===== config.mk =====
export PLATFORM = sky130hd
export DESIGN_NAME = mul_div_unit
export DESIGN_NICKNAME = d
export VERILOG_FILES = /design/src/rtl/cpu_pkg.sv /design/src/rtl/mul_div_unit.sv
export SDC_FILE = /design/constraint.sdc
export NUM_CORES = 1
export LEC_CHECK = 0
export CAP_MARGIN = 10
export CORE_UTILIZATION = 47
export DETAILED_ROUTE_END_ITERATION = 10
export MAX_ROUTING_LAYER = met4
export PLACE_DENSITY = 0.67
export SETUP_SLACK_MARGIN = 0.1
export SLEW_MARGIN = 10
export SYNTH_ARGS = -nofsm -noshare
export SYNTH_HDL_FRONTEND = slang
export SYNTH_SLANG_ARGS = --single-unit

===== constraint.sdc =====
create_clock -name Clock -period 5.2 [get_ports Clock]
set_input_delay 0.78 -clock Clock [delete_from_list [all_inputs] [get_ports Clock]]
set_output_delay 0.78 -clock Clock [all_outputs]
set_load 0.05 [all_outputs]

===== src/rtl/cpu_pkg.sv =====
// Shared datapath definitions: operand width, multiply/divide op encodings
// and the state encoding of the iterative multiply/divide engine.
package cpu_pkg;

    localparam int WIDTH = 32;

    localparam logic OP_MUL = 1'b0;
    localparam logic OP_DIV = 1'b1;

    typedef enum logic [2:0] {
        IDLE = 3'd0,
        MUL  = 3'd1,
        DIV  = 3'd2,
        FIX  = 3'd3,
        DONE = 3'd4
    } md_state_t;

endpackage


===== src/rtl/mul_div_unit.sv =====
// Iterative signed multiply (radix-2 Booth) and divide (restoring, on
// magnitudes) engine. One shared WIDTH+1-bit adder/subtractor does one
// add/sub per cycle; results land in registered ZHI/ZLO feeds on DONE.
module mul_div_unit #(
    parameter int   WIDTH  = cpu_pkg::WIDTH,
    parameter logic OP_MUL = cpu_pkg::OP_MUL,
    parameter logic OP_DIV = cpu_pkg::OP_DIV
) (
    input  logic             Clock,
    input  logic             Reset,
    input  logic             start,
    input  logic             op,
    input  logic [WIDTH-1:0] opA,
    input  logic [WIDTH-1:0] opB,
    output logic [WIDTH-1:0] result_hi,
    output logic [WIDTH-1:0] result_lo,
    output logic             busy,
    output logic             done,
    output logic             div_by_zero
);
    import cpu_pkg::*;

    localparam int CNT_W = $clog2(WIDTH + 1);

    // Two's complement negate when neg is set; used for magnitudes and sign fix-up.
    function automatic logic [WIDTH-1:0] cond_neg(input logic [WIDTH-1:0] val, input logic neg);
        logic [WIDTH-1:0] res;
        if (neg) begin
            res = ~val + {{(WIDTH-1){1'b0}}, 1'b1};
        end else begin
            res = val;
        end
        return res;
    endfunction

    md_state_t        state_r;
    logic [CNT_W-1:0] cnt_r;
    // MUL: Booth high accumulator (signed, one guard bit). DIV: partial remainder.
    logic [WIDTH:0]   acc_hi_r;
    // MUL: remaining multiplier bits. DIV: dividend bits shifting into quotient.
    logic [WIDTH-1:0] acc_lo_r;
    logic             q_m1_r;
    // MUL: multiplicand. DIV: divisor magnitude.
    logic [WIDTH-1:0] opnd_r;
    logic             sign_a_r;
    logic             sign_b_r;
    logic             dbz_pend_r;

    logic [WIDTH:0]   add_a_s;
    logic [WIDTH:0]   add_b_s;
    logic             add_sub_s;
    logic [WIDTH:0]   add_sum_s;

    // Shared adder/subtractor: operand selection depends on the iterating state.
    always_comb begin
        add_a_s   = {(WIDTH+1){1'b0}};
        add_b_s   = {(WIDTH+1){1'b0}};
        add_sub_s = 1'b0;
        case (state_r)
            MUL: begin
                add_a_s = acc_hi_r;
                // Booth pair {lo[0], q-1}: 01 adds A, 10 subtracts A, 00/11 pass through
                if (acc_lo_r[0] ^ q_m1_r) begin
                    add_b_s = {opnd_r[WIDTH-1], opnd_r};
                end else begin
                    add_b_s = {(WIDTH+1){1'b0}};
                end
                add_sub_s = acc_lo_r[0] & ~q_m1_r;
            end
            DIV: begin
                // Trial subtract on the remainder after shifting in the next dividend bit
                add_a_s   = {acc_hi_r[WIDTH-1:0], acc_lo_r[WIDTH-1]};
                add_b_s   = {1'b0, opnd_r};
                add_sub_s = 1'b1;
            end
            default: begin
                add_a_s   = {(WIDTH+1){1'b0}};
                add_b_s   = {(WIDTH+1){1'b0}};
                add_sub_s = 1'b0;
            end
        endcase
        add_sum_s = add_a_s + (add_b_s ^ {(WIDTH+1){add_sub_s}}) + {{WIDTH{1'b0}}, add_sub_s};
    end

    // Control FSM with the iteration datapath and all registered outputs.
    always_ff @(posedge Clock or negedge Reset) begin
        if (!Reset) begin
            state_r     <= IDLE;
            cnt_r       <= {CNT_W{1'b0}};
            acc_hi_r    <= {(WIDTH+1){1'b0}};
            acc_lo_r    <= {WIDTH{1'b0}};
            q_m1_r      <= 1'b0;
            opnd_r      <= {WIDTH{1'b0}};
            sign_a_r    <= 1'b0;
            sign_b_r    <= 1'b0;
            dbz_pend_r  <= 1'b0;
            result_hi   <= {WIDTH{1'b0}};
            result_lo   <= {WIDTH{1'b0}};
            busy        <= 1'b0;
            done        <= 1'b0;
            div_by_zero <= 1'b0;
        end else begin
            case (state_r)
                IDLE, DONE: begin
                    done <= 1'b0;
                    if (start) begin
                        busy        <= 1'b1;
                        div_by_zero <= 1'b0;
                        dbz_pend_r  <= 1'b0;
                        cnt_r       <= CNT_W'(WIDTH);
                        if (op == OP_DIV && opB == {WIDTH{1'b0}}) begin
                            // No iterations: one FIX cycle produces the divide-by-zero result
                            state_r    <= FIX;
                            dbz_pend_r <= 1'b1;
                            acc_lo_r   <= opA;
                        end else if (op == OP_DIV) begin
                            state_r  <= DIV;
                            acc_hi_r <= {(WIDTH+1){1'b0}};
                            acc_lo_r <= cond_neg(opA, opA[WIDTH-1]);
                            opnd_r   <= cond_neg(opB, opB[WIDTH-1]);
                            sign_a_r <= opA[WIDTH-1];
                            sign_b_r <= opB[WIDTH-1];
                        end else begin
                            state_r  <= MUL;
                            acc_hi_r <= {(WIDTH+1){1'b0}};
                            acc_lo_r <= opB;
                            q_m1_r   <= 1'b0;
                            opnd_r   <= opA;
                        end
                    end else begin
                        state_r <= IDLE;
                        busy    <= 1'b0;
                    end
                end
                MUL: begin
                    if (cnt_r != {CNT_W{1'b0}}) begin
                        // Arithmetic shift of {hi, lo, q-1} right by one after the add
                        acc_hi_r <= {add_sum_s[WIDTH], add_sum_s[WIDTH:1]};
                        acc_lo_r <= {add_sum_s[0], acc_lo_r[WIDTH-1:1]};
                        q_m1_r   <= acc_lo_r[0];
                        cnt_r    <= cnt_r - CNT_W'(1);
                    end else begin
                        state_r   <= DONE;
                        busy      <= 1'b0;
                        done      <= 1'b1;
                        result_hi <= acc_hi_r[WIDTH-1:0];
                        result_lo <= acc_lo_r;
                    end
                end
                DIV: begin
                    if (cnt_r != {CNT_W{1'b0}}) begin
                        // Keep the difference when non-negative, otherwise restore
                        if (!add_sum_s[WIDTH]) begin
                            acc_hi_r <= add_sum_s;
                        end else begin
                            acc_hi_r <= add_a_s;
                        end
                        acc_lo_r <= {acc_lo_r[WIDTH-2:0], ~add_sum_s[WIDTH]};
                        cnt_r    <= cnt_r - CNT_W'(1);
                    end else begin
                        state_r <= FIX;
                    end
                end
                FIX: begin
                    state_r <= DONE;
                    busy    <= 1'b0;
                    done    <= 1'b1;
                    if (dbz_pend_r) begin
                        result_hi   <= acc_lo_r;
                        result_lo   <= {WIDTH{1'b1}};
                        div_by_zero <= 1'b1;
                    end else begin
                        // Quotient truncates toward zero; remainder follows the dividend sign
                        result_lo <= cond_neg(acc_lo_r, sign_a_r ^ sign_b_r);
                        result_hi <= cond_neg(acc_hi_r[WIDTH-1:0], sign_a_r);
                    end
                end
                default: begin
                    state_r <= IDLE;
                    busy    <= 1'b0;
                    done    <= 1'b0;
                end
            endcase
        end
    end

endmodule

---- After elaboration in Yosys (flattened, before gate mapping) ----
Index checks and enable logic that the tools add are counted.
cells by class
  shifts and indexed selects .............. 0
  divide/modulo/power cells ............... 0
  muxes and demuxes ....................... 50
  multipliers ............................. 0
  bitwise operators ....................... 12
  reductions and logical operators ........ 22
  order comparisons ....................... 0
  equality and inequality tests ........... 13
  add/sub/neg operators ................... 7
operators by type and width
  cell                                                             number
  32-bit 2-to-1 mux                                                14
  33-bit 2-to-1 mux                                                6
  33-bit one-hot mux with 2 select lines                           2
  32-bit by 1-bit adder with 32-bit output, second input constant  4
  32-bit inverter                                                  4
  32-bit one-hot mux with 2 select lines                           2
  33-bit one-hot mux with 3 select lines                           1
  32-bit one-hot mux with 3 select lines                           1
  33-bit by 1-bit adder with 33-bit output                         1
  33-bit adder                                                     1
  33-bit bitwise XOR                                               1
  32-bit logical NOT                                               1
  2-bit != test, second input constant                             8
  6-bit 2-to-1 mux                                                 2
  3-bit one-hot mux with 4 select lines                            1
  6-bit one-hot mux with 2 select lines                            1
  1-bit 2-to-1 mux                                                 10
  5-bit AND reduction                                              2
  3-bit 2-to-1 mux                                                 3
  3-bit AND reduction                                              3
  2-bit AND reduction                                              4
  4-bit AND reduction                                              2
  2-bit nonzero test                                               4
  3-bit by 2-bit == test with 1-bit output, second input constant  2
  15 further kinds                                                 24
storage, ports and cells
  output and inout port bits .............. 67
  RAM bits ................................ 0
  logic and storage cells ................. 118
  input bits .............................. 68
  memories ................................ 0
  bits in read-only memories .............. 0
  latch bits .............................. 0
  bits in registers ....................... 177

---- Longest topological paths before layout ----
  depth in word-level cells ............... 9
  depth in mapped cells ................... 21
  gate-level depth less buffers ........... 17

---- Worst setup path after synthesis ----
OpenSTA, ideal clock, no wires.
  path type ............................... register to register
  from .................................... register acc_lo_r[0]
  to ...................................... register acc_hi_r[8]
  arrival ................................. 4.175 ns
  cell stages (with the launch flop) ...... 21
  period minus slack after synthesis ...... 4.303 ns
  data required time ...................... 5.073 ns
  library setup time ...................... 0.127 ns
  setup slack ............................. 0.897 ns
  path buffers ............................ 4
  cell sequence ........................... dfrtp_1 > ha_1 > nor4b_1 > or2_2 > clkbuf_1 > clkbuf_1 > nand2_1 > xor2_1 > ha_1 > clkbuf_1 > a2111oi_0 > o221ai_1 > o21ai_0 > nand3_1 > o21a_1 > o211ai_2 > buf_4 > mux2i_1 > nor2_1 > a211oi_1 > a21oi_1
on the way
  cells in the longest elaborated chain, start to end .. 9
  elaborated cells between the ends (all ways) .. 12
  those cells by class .................... add/sub (2); mux (7); bitwise (3)
RTL lines
  item                                        RTL line             source
  start: declaration                          mul_div_unit.sv:41   logic [WIDTH-1:0] acc_lo_r;
  start signal: assignment                    mul_div_unit.sv:91   acc_lo_r <= {WIDTH{1'b0}};
  start signal: assignment                    mul_div_unit.sv:115  acc_lo_r <= opA;
  start signal: assignment                    mul_div_unit.sv:119  acc_lo_r <= cond_neg(opA, opA[WIDTH-1]);
  1-bit bitwise XOR                           mul_div_unit.sv:63   if (acc_lo_r[0] ^ q_m1_r) begin
  33-bit 2-to-1 mux                           mul_div_unit.sv:63
  33-bit one-hot mux with 2 select lines      mul_div_unit.sv:59   case (state_r)
  33-bit bitwise XOR                          mul_div_unit.sv:82   add_sum_s = add_a_s + (add_b_s ^ {(WIDTH+1){add_sub_s}}) + {{WIDTH{1'b0}}, add_sub_s};
  33-bit adder                                mul_div_unit.sv:82
  33-bit by 1-bit adder with 33-bit output *  mul_div_unit.sv:82
  33-bit 2-to-1 mux                           mul_div_unit.sv:153  if (!add_sum_s[WIDTH]) begin
  33-bit 2-to-1 mux                           mul_div_unit.sv:151  if (cnt_r != {CNT_W{1'b0}}) begin
  33-bit one-hot mux with 3 select lines *    mul_div_unit.sv:103  case (state_r)
  end signal: assignment                      mul_div_unit.sv:90   acc_hi_r <= {(WIDTH+1){1'b0}};
  end signal: assignment                      mul_div_unit.sv:154  acc_hi_r <= add_sum_s;
  end signal: assignment                      mul_div_unit.sv:156  acc_hi_r <= add_a_s;
  end: declaration                            mul_div_unit.sv:39   logic [WIDTH:0] acc_hi_r;
Every way passes the cells marked *; elsewhere a longest branch is shown, timed or not. The select of a mux whose other input is x is not followed.
A chain may end at the register's enable or synchronous reset.

---- Final worst setup path ----
  from .................................... register state_r[2]
  to ...................................... register acc_hi_r[28]
on the way
  cells in the longest elaborated chain, start to end .. 8
  elaborated cells between the ends (all ways) .. 21
  those cells by class .................... add/sub (2); eq/ne (7); mux (7); bitwise (1); reduce/logical (4)
RTL lines
  item                                                                                                  RTL line                                 source
  start: declaration                                                                                    mul_div_unit.sv:36                       md_state_t state_r;
  start signal: assignment                                                                              mul_div_unit.sv:88                       state_r <= IDLE;
  start signal: assignment                                                                              mul_div_unit.sv:113                      state_r <= FIX;
  start signal: assignment                                                                              mul_div_unit.sv:117                      state_r <= DIV;
  3-bit by 2-bit == test with 1-bit output or 3-bit by 1-bit == test with 1-bit output (tied branches)  mul_div_unit.sv:59, mul_div_unit.sv:103
  33-bit one-hot mux with 2 select lines or 1-bit one-hot mux with 2 select lines (tied branches)       mul_div_unit.sv:59
  33-bit bitwise XOR                                                                                    mul_div_unit.sv:82
  33-bit adder                                                                                          mul_div_unit.sv:82
  33-bit by 1-bit adder with 33-bit output                                                              mul_div_unit.sv:82
  33-bit 2-to-1 mux                                                                                     mul_div_unit.sv:153
  33-bit 2-to-1 mux                                                                                     mul_div_unit.sv:151
  33-bit one-hot mux with 3 select lines                                                                mul_div_unit.sv:103
Parallel ways exist; a longest one is shown, timed or not. The select of a mux whose other input is x is not followed.

==> flow_metrics.py <==
metrics = {
    "placement": {
        "hpwlAfterDp_um": 36100,
        "io_buffers": 134,
        "gp_congestion": 0.988,
    },
    "clock_tree": {
        "tritoncts": "yes",
        "clock_latency_ns": 0.45,
        "htree_levels": 4,
        "clock-sinks": 177,
        "post_cts_buffers": 0,
        "cts.clk_slew.worst_paths_ns": 0.07,
        "root_buffer": "clkbuf_16",
        "cts_resized": 0,
        "cts_hold_buf": 0,
        "clock_path_buffers": 2,
        "cts_made_buffers": 17,
    },
    "sta": {
        "min_period_ns": 4.84,
        "slew_violations": 0,
        "worstMarginPinSlew_ns": 1.05,
        "whs_ns": 0.446,
        "tns_ns": 0,
        "rsz0062_at_grt": "false",
        "fin_skew_ns": 0.00995,
        "fmax_ghz": 0.206,
        "setup_viol": 0,
        "fin_crit_sh_pct": 93.2,
        "relSlewSlack_pct": 29.4,
        "hold_viol_final": 0,
    },
    "synthesis": {
        "yosysTopAreaCell": "dfrtp_1",
        "postSynthAreaPerCell_sq_um": 7.74,
        "synth_cell_types": 91,
        "post-synth-top-count-cell": "nand2_1",
        "synthesis.nets": 1921,
        "syn_area_sq_mm": 0.0140,
        "yosysWarnings": 0,
        "yosys_register_bits": 177,
        "synthTopCellsByArea": "dfrtp_1 32%, o21ai_0 6.3%, nand2_1 6.2%",
        "yosys.area.top_type_share_pct": 31.6,
        "ys_seq_area_share_pct": 31.6,
        "syn_inst": 1814,
        "async_flop_share_pct": 100,
        "synth_edf_count": 0,
        "synth.top_cells.by_count": "232 x nand2_1, 177 x dfrtp_1, 176 x o21ai_0, 163 x a21oi_1, 159 x nor2_1",
        "synth_ff_type": "dfrtp_1",
    },
    "critical_path": {
        "cp-start-kind": "flip-flop",
        "cp_max_fo": 35,
        "path_class": "reg -> reg",
        "critPathArrivalTime_ns": 5.18,
        "crit_path_end_kind": "flip-flop",
        "cp_data_required_time_ns": 5.54,
    },
    "global_routing": {
        "antenna_found_initial": 0,
        "grt_pass1_wl_um": 73300,
        "overflow": 0,
        "grt_max_degree": 100,
        "grt_pass1_vias": 12600,
        "track_usage_pct": 32.1,
    },
    "floorplanning": {
        "die_area_sq_mm": 0.0306,
        "die_w_um": 175,
        "fp-row-count": 62,
        "initial_core_util_pct": 48.4,
        "core_sq_mm": 0.0290,
        "pin_count": 135,
        "die_h_um": 175,
    },
    "detailed_routing": {
        "routed-via-count": 14200,
        "dr.pass1.iters": 6,
        "via_per_inst": 6.31,
        "routedWlPerCell_um": 21.4,
        "drc_errors": 0,
        "ant_nets": 0,
        "drt_iter0_drc": 1621,
        "wl_um": 48200,
    },
    "finish": {
        "nFillCells": 2724,
        "layout-area-overhead-vs-synth_pct": 15.4,
        "layout-drive-gt1-share_pct": 6.05,
        "num_antenna_cells": 0,
        "layout.nets": 1963,
    },
    "power": {
        "leakage_nw": 6.55,
        "powerDensity_mw_per_mm2": 732,
        "ir_drop_mv": 0.406,
    },
    "job": {
        "cap_violations": 0,
    },
    "run_status": {
        "status": "finished clean",
    },
    "worst_hold_path": {
        "hold_path.class": "in -> async",
    },
}
[cells in the final DEF, fill, tap and decap left out, drive strengths merged, types with 10 or more instances in the layout]
cell	instances
a211oi	15
a21o	22
a21oi	164
a221oi	31
a22oi	10
a31oi	26
buf	34
clkbuf	19
clkdlybuf4s50	132
dfrtp	177
ha	38
inv	55
mux2i	22
nand2	234
nand2b	14
nand3	43
nor2	160
nor3	40
nor4	13
o211ai	14
o21a	12
o21ai	199
o22a	13
o22ai	42
o31ai	31
o41ai	12
or3	20
or4	13
xnor2	54
xor2	92
[state kept, by name, indices dropped and copies added (netlist names), 3 cells and up]
signal	flops
result_hi	32
cnt_r	6
opnd_r	32
state_r	3
acc_lo_r	32
result_lo	32
acc_hi_r	33
[worst max-delay path, cell delays in order (launching register included)]
cell and delay (ns):
dfrtp_1 0.50, buf_4 0.24, or3b_1 0.71, o21ai_0 0.64, ha_1 0.42, o21a_1 0.20
o21a_1 0.16, o21ai_0 0.30, nand3_1 0.15, o21a_1 0.26, o211ai_4 0.31, buf_12 0.26
mux2_2 0.36, a21oi_1 0.13, a21oi_1 0.07
[area by class of cell]
cell class	instances	area, sq um	share of cell area, %
tap	384	480	2.97
clock buffer	19	453	2.80
inverter	51	191	1.18
timing repair buffer	166	1620	10.0
clock inverter	13	148	0.911
multi-input combinational	1443	8880	54.8
sequential	177	4430	27.3
[cell families (layout without fill, tap and decap cells)]
group                      count (synthesis)  count (layout)  synth area share (%)
AOI/OAI and AO/OA                        645             645                  28.9
xor gates and xnor gates                 146             146                  9.11
adders and majority gates                 39              39                  3.53
buffers and inverters                    195             249                  5.77
DFF                                      177             177                  31.6
muxes                                     25              25                  1.81
and+or+nand+nor                          587             588                  19.3
[metrics by stage]
stage,worst slack [ns],utilization [%],total power [mW],instances,area [sq um]
final,0.355,55.9,11.9,2253,16200
after floorplan,0.897,-,8.00,1814,14000
after global routing,0.112,55.9,12.6,2253,16200
after CTS,0.309,55.7,11.7,2252,16200
after global placement,0.398,53.6,10.2,2220,15600
after detailed placement,0.332,53.6,10.3,2220,15600
[power breakdown]
group          switching (mW)  leakage (nW)  internal, mW  total (mW)
clock                   0.628         0.282         0.705        1.33
sequential              0.850          2.14          1.99        2.84
combinational            4.94          4.13          2.75        7.69
[metal layers]
| layer | wire, um | up-vias | global-route usage, % |
|---|---|---|---|
| met5 | 0 | - | - |
| met3 | 4430 | 87 | 4.70 |
| li1 | - | 6647 | - |
| met1 | 21200 | 6731 | 45.7 |
| met4 | 1770 | 0 | 11.3 |
| met2 | 20700 | 756 | 46.2 |
[final timing paths]
path                                from             to  slack [ns]  cells after the start
setup / recovery              state_r[2]   acc_hi_r[28]        0.36                     14
hold / removal                     Reset  result_hi[22]        0.45                      1
setup reg to reg              state_r[2]   acc_hi_r[28]        0.36                     14
hold reg to reg            result_hi[14]  result_hi[14]        0.48                      2
max in group asynchronous          Reset     dbz_pend_r        3.77                      2
min in group Clock         result_hi[14]  result_hi[14]        0.48                      2
(Power assumes the default switching activity.)
